<file path="src/rtl/instr_fetch_unit.sv">
// instr_fetch_unit: word-addressed instruction fetch with a small prefetch FIFO.
// Optional feature macro IF_PREFETCH_EN: when defined the FIFO holds two
// entries, which allows back-to-back fetch. When undefined it holds one entry,
// and no new request is issued while that entry is held.
// fsm_state exposes the fetch FSM (0 IDLE, 1 REQ, 2 FLUSH) for debug.
//
// Memory handshake: the unit raises imem_req with imem_addr. It keeps both
// stable until a rising edge where imem_ack=1. On that edge imem_rdata is
// the word at imem_addr. At most one request is outstanding, and imem_ack
// has no effect while imem_req=0.
module instr_fetch_unit (
    input  logic        clk,
    input  logic        rst,
    input  logic        stall,
    input  logic        stall_mem_ready,
    input  logic        branch_taken,
    input  logic [5:0]  branch_offset_imm,
    output logic        imem_req,
    output logic [15:0] imem_addr,
    input  logic        imem_ack,
    input  logic [15:0] imem_rdata,
    output logic [15:0] instr_out,
    output logic [15:0] instr_pc,
    output logic        instr_valid,
    output logic [1:0]  fsm_state
);

`ifdef IF_PREFETCH_EN
    localparam int DEPTH = 2;
`else
    localparam int DEPTH = 1;
`endif
    localparam logic [1:0] DEPTH_C = 2'(DEPTH);

    typedef enum logic [1:0] {
        IDLE  = 2'd0,
        REQ   = 2'd1,
        FLUSH = 2'd2
    } state_t;

    state_t      state_q, state_n;
    logic [15:0] pc_q, pc_n;          // address of the next request to issue
    logic        req_q, req_n;
    logic [15:0] addr_q, addr_n;
    logic [1:0]  count_q, count_n;
    logic [15:0] fifo_pc    [DEPTH];  // entry 0 is the head
    logic [15:0] fifo_instr [DEPTH];

    logic        ack_hs;
    logic        redirect;
    logic        pop;
    logic        push;
    logic [15:0] target;
    logic [1:0]  wr_idx;

    assign instr_valid = (count_q != 2'd0);
    assign instr_out   = instr_valid ? fifo_instr[0] : 16'h0000;
    assign instr_pc    = instr_valid ? fifo_pc[0]    : 16'h0000;
    assign imem_req    = req_q;
    assign imem_addr   = addr_q;
    assign fsm_state   = state_q;

    assign ack_hs   = req_q & imem_ack;
    // A freeze blocks both consuming and redirecting. A taken branch wins over stall.
    assign redirect = instr_valid & branch_taken & ~stall_mem_ready;
    assign pop      = instr_valid & ~stall & ~stall_mem_ready & ~branch_taken;
    assign target   = fifo_pc[0] + 16'd1 + {{10{branch_offset_imm[5]}}, branch_offset_imm};
    assign wr_idx   = count_q - {1'b0, pop};

    // FSM state register
    always_ff @(posedge clk or negedge rst) begin
        if (!rst) begin
            state_q <= IDLE;
        end else begin
            state_q <= state_n;
        end
    end

    // Next state, next request, FIFO occupancy and fetch PC
    always_comb begin
        state_n = state_q;
        pc_n    = pc_q;
        req_n   = req_q;
        addr_n  = addr_q;
        count_n = count_q;
        push    = 1'b0;
        case (state_q)
            IDLE: begin
                state_n = REQ;
                req_n   = 1'b1;
                addr_n  = pc_q;
            end
            REQ: begin
                if (redirect) begin
                    // Flush the queue. Any data acked on this edge belongs to the old path.
                    count_n = 2'd0;
                    pc_n    = target;
                    if (req_q && !imem_ack) begin
                        state_n = FLUSH;   // keep the old request until it completes
                    end else begin
                        req_n  = 1'b1;
                        addr_n = target;
                    end
                end else begin
                    push    = ack_hs;
                    if (ack_hs) begin
                        pc_n = addr_q + 16'd1;
                    end
                    count_n = count_q + {1'b0, push} - {1'b0, pop};
                    // Issue the next request only when there is room for its data.
                    if (ack_hs || !req_q) begin
                        req_n  = (count_n < DEPTH_C);
                        addr_n = pc_n;
                    end
                end
            end
            FLUSH: begin
                if (ack_hs) begin
                    state_n = REQ;
                    req_n   = 1'b1;
                    addr_n  = pc_q;
                end
            end
            default: begin
                state_n = IDLE;
                req_n   = 1'b0;
            end
        endcase
    end

    // Fetch PC, request registers and occupancy
    always_ff @(posedge clk or negedge rst) begin
        if (!rst) begin
            pc_q    <= 16'h0000;
            req_q   <= 1'b0;
            addr_q  <= 16'h0000;
            count_q <= 2'd0;
        end else begin
            pc_q    <= pc_n;
            req_q   <= req_n;
            addr_q  <= addr_n;
            count_q <= count_n;
        end
    end

    // FIFO storage: a pop slides entry DEPTH-1 into the head (DEPTH is 1 or 2),
    // and a push writes behind the last entry that remains.
    always_ff @(posedge clk or negedge rst) begin
        if (!rst) begin
            for (int i = 0; i < DEPTH; i++) begin
                fifo_pc[i]    <= 16'h0000;
                fifo_instr[i] <= 16'h0000;
            end
        end else begin
            if (pop) begin
                fifo_pc[0]    <= fifo_pc[DEPTH-1];
                fifo_instr[0] <= fifo_instr[DEPTH-1];
            end
            if (push) begin
                for (int i = 0; i < DEPTH; i++) begin
                    if (wr_idx == 2'(i)) begin
                        fifo_pc[i]    <= addr_q;
                        fifo_instr[i] <= imem_rdata;
                    end
                end
            end
        end
    end

endmodule

</file>
<file path="config.mk">
export PLATFORM = sky130hd
export DESIGN_NAME = instr_fetch_unit
export DESIGN_NICKNAME = d
export VERILOG_FILES = /design/src/rtl/instr_fetch_unit.sv
export SDC_FILE = /design/constraint.sdc
export NUM_CORES = 1
export LEC_CHECK = 0
export CORE_MARGIN = 1
export CORE_UTILIZATION = 36
export DETAILED_ROUTE_END_ITERATION = 16
export GPL_TIMING_DRIVEN = 0
export PLACE_DENSITY = 0.63
export SLEW_MARGIN = 20
export SYNTH_ARGS = -nofsm -noshare
export SYNTH_HDL_FRONTEND = slang
export SYNTH_SLANG_ARGS = --single-unit
</file>
<file path="constraint.sdc">
create_clock -name clk -period 4.5 [get_ports clk]
set_input_delay 1.125 -clock clk [delete_from_list [all_inputs] [get_ports clk]]
set_output_delay 1.125 -clock clk [all_outputs]
set_load 0.01 [all_outputs]
</file>
==> metrics <==
antenna diode count=0; Reg clk slew, reported paths=0.06 ns; gr usage total=between 10% and 20%; hold path start=fifo_instr[0]; Synth Register Bits=~70; Reg power frac=about 28%; failing checks=DRC; initial antenna violation count=0; num rows=39; largest family of logic cells by synthesized area=simple AND/OR/NAND/NOR gates; MaxCap Viol Count=0; synth-to-layout area growth=29.3%; hold crit path type=register to register; Routed WL=approximately 11000 µm; ratio of cells with drive above 1 in the final layout=16.4%; DR vias/cell=around 5.4; Die Ht=about 110 µm; wire per inst=17.2 µm; post-CTS sizing=0; via count=around 3500; CTS Buf Count=9; H-tree depth=3; Setup crit start kind=input pin; Post-Synth Simple-Gate Area=17.2%; Tmin final=3.67 ns; Slowest Stage Delay on Critical Path=between 0.6 and 0.7 ns; actual slew at the worst max-slew pin=0.711 ns; Worst slew margin=between 50 and 60%; RSZ-0062 raised after global routing=no; final worst path period share=81.5%; total nets after synthesis=roughly 460; crit-path max FO=11; chip width=~110 µm; Worst Path Arrival=between 3 and 4 ns; CP max-delay cell=clkdlybuf4s50_1; Total Die Area=between 10000 and 15000 µm²; Reg2Reg Launch Point=fifo_pc[0]; Post-synth EDFFs=0; Final nets=550; largest net degree at the start of global routing=56; Adder-Cell Fraction of Synth Area=under 10%; core area=approximately 12000 µm²; first-pass GRT wire length=about 19000 µm; crit path cell chain=clkdlybuf4s50_1 -> ha_1 -> buf_2 -> o211a_1 -> nand2_1 -> nor2_1 -> mux2i_1 -> o221ai_1 -> a221o_1 -> mux2_2; register area share after synthesis=~40%; pre-CTS WS=between 0.5 and 0.6 ns; Root Driver=clkbuf_16; Port-buffer cells=79; gr ovfl total=0; max-slew violation total from the final report=0; post-CTS setup buffers=0; Post-Syn Area=around 4300 µm²; Compound-Gate Fraction of Synth Area=14.5%; starting density of the core=between 30% and 40%; Synth cell types=57; Synth async-reset ratio=100%; Clk Latency, worst-skew pair=~0.33 ns; final setup violation count=0; Synth Warn #=0; crit path from=branch_offset_imm[5]; antenna-violating nets left=0; initial DRC count=between 100 and 150; io pins=80; Logic pwr share=between 50 and 60%; drt drc=4; Internal=about 0.0026 W; vias in the first global route=about 3500; final hold violation count=0; leak pwr=about 2.4 nW; Fmax achieved=between 200 and 300 MHz; hold-fix buffers at CTS=0; post-synthesis mux area share=between 10% and 20%; xor/xnor share of the synthesized area=between 5 and 6%; Max Buffers Root-to-Sink=2; DP HPWL=between 8000 and 9000 µm; Setup WS post-layout=about 0.83 ns; Post-Syn Instances=between 400 and 500; CP required=about 4.7 ns; Max VDD drop=roughly 0.23 mV; clock share of power=~15%; Worst setup EP type=register; switching share of power=39.1%; worst clock skew=0.00557 ns; CTS tree=yes; status=complete, but fails checks; PwrDens=between 700 and 800 nW/µm²; GPL Wtd Cong=0.798; NetSw=about 0.0017 W; # clock sinks=69; kind of critical path=input pin to register; Setup TNS=0 ns; Post-synth top flop=dfrtp_1; Syn Area/Cell=roughly 10 µm²; DRT Pass-1 Iters=10
## per-layer routing
layer | track usage (%) | wire length (µm)
met5 | 0 | 0
met4 | 6.22 | 172
met3 | 3.06 | 479
met2 | 29.8 | 5180
met1 | 27.3 | 5330
## registers in the layout, summed over array words and instances, names as in the netlist
name / count
pc_q: 16
imem_addr: 16
imem_req: 1
fsm_state: 2
fifo_pc: 16
fifo_instr: 16
count_q: 2
## Yosys cell counts (2+ instances only)
| master | n | area (µm²) |
|---|---|---|
| mux2_2 | 16 | 180 |
| a22o_1 | 3 | 26.3 |
| nand2b_1 | 4 | 25.0 |
| o211ai_1 | 2 | 15.0 |
| o221ai_1 | 2 | 17.5 |
| o21ai_1 | 2 | 10.0 |
| a22oi_1 | 4 | 30.0 |
| buf_6 | 3 | 33.8 |
| and3_1 | 6 | 37.5 |
| dfrtp_1 | 69 | 1730 |
| inv_1 | 6 | 22.5 |
| o21a_1 | 2 | 15.0 |
| a31oi_1 | 4 | 25.0 |
| nor3_1 | 8 | 40.0 |
| a211oi_1 | 2 | 15.0 |
| mux2_4 | 28 | 420 |
| xnor2_1 | 12 | 105 |
| mux2i_1 | 2 | 20.0 |
| xor2_1 | 14 | 123 |
| or3_1 | 3 | 18.8 |
| o21bai_1 | 2 | 15.0 |
| o22ai_1 | 10 | 62.6 |
| nand3_1 | 11 | 55.1 |
| nor2b_1 | 10 | 62.6 |
| and2_1 | 35 | 219 |
| nand2_1 | 18 | 67.6 |
| buf_2 | 7 | 35.0 |
| nor2_1 | 24 | 90.1 |
| nand3_2 | 2 | 20.0 |
| a221o_1 | 2 | 20.0 |
| ha_1 | 18 | 225 |
| a21oi_1 | 30 | 150 |
| clkbuf_1 | 4 | 15.0 |
| o21ai_0 | 16 | 80.1 |
| nor2_2 | 2 | 12.5 |
| a21o_1 | 7 | 52.6 |
| o2111ai_1 | 2 | 17.5 |
## layout make-up
cell class / count / area [µm²]
clock buffers: 12 / 256
plain buffers: 16 / 95.1
multi-input cells: 320 / 2450
flip-flops and latches: 69 / 1730
repair buffers: 80 / 816
well taps: 143 / 179
inverters: 7 / 26.3
fillers: 1071 / 5950
clock inverters: 2 / 10.0
## power groups by stage
stage	clock network (W)	logic [W]	registers (W)
finish	0.000645	0.00244	0.00120
global route	0.000689	0.00267	0.00124
CTS	0.000660	0.00245	0.00119
detailed placement	0	0.00243	0.00120
global placement	0	0.00239	0.00119
floorplan	0	0.00156	0.00114
## per-stage QoR
| stage | cell area, µm² | std cells | utilization (%) | hold WS (ns) | power, W |
|---|---|---|---|---|---|
| 2_1_floorplan | 4300 | 412 | - | 0.467 | 0.00270 |
| 3_3_place_gp | 5270 | 634 | 45.8 | 0.482 | 0.00358 |
| 3_5_place_dp | 5300 | 635 | 46.0 | 0.489 | 0.00363 |
| 4_1_cts | 5560 | 649 | 48.3 | 0.504 | 0.00430 |
| 5_1_grt | 5560 | 649 | 48.3 | 0.518 | 0.00459 |
| 6_report | 5560 | 649 | 48.3 | 0.498 | 0.00428 |
## worst paths after layout
kind	to	slack (ns)	depth (start not counted)
worst max-delay path	imem_addr[12]	0.83	10
worst min-delay path	fifo_instr[0]	0.50	1
worst max register to register	imem_addr[12]	1.61	11
worst min register to register	fifo_instr[0]	0.50	1
max in group asynchronous	fifo_pc[7]	3.30	2
min in group asynchronous	fifo_instr[4]	0.65	1
## critical path: cells and delay by family
family,cells,cell delay [ns]
AOI/OAI and AO/OA,3,0.82
buffers and inverters,2,0.85
and+or+nand+nor,2,0.21
adders and majority gates,1,0.42
muxes,2,0.46
## kinds of logic after synthesis
family / count (synthesis)
flops: 69
buf+inv: 23
xor+xnor: 26
simple gates: 132
mux: 46
compound gates: 97
fa+ha+maj: 19
## cells in the final DEF, fill, tap and decap left out, types with 3 or more instances in the layout
cell type,netlist,final
clkdlybuf4s50_1,0,78
dfrtp_1,69,69
and2_1,35,35
a21oi_1,30,30
mux2_4,28,28
nor2_1,24,24
nand2_1,18,18
ha_1,18,18
o21ai_0,16,16
mux2_2,16,16
xor2_1,14,14
xnor2_1,12,12
nand3_1,11,11
nor2b_1,10,10
o22ai_1,10,10
clkbuf_16,0,9
nor3_1,8,8
buf_2,7,7
a21o_1,7,7
inv_1,6,6
and3_1,6,6
clkbuf_1,4,5
nand2b_1,4,4
a31oi_1,4,4
a22oi_1,4,4
or3_1,3,3
a22o_1,3,3
buf_6,3,3
(Power assumes the default switching activity.)
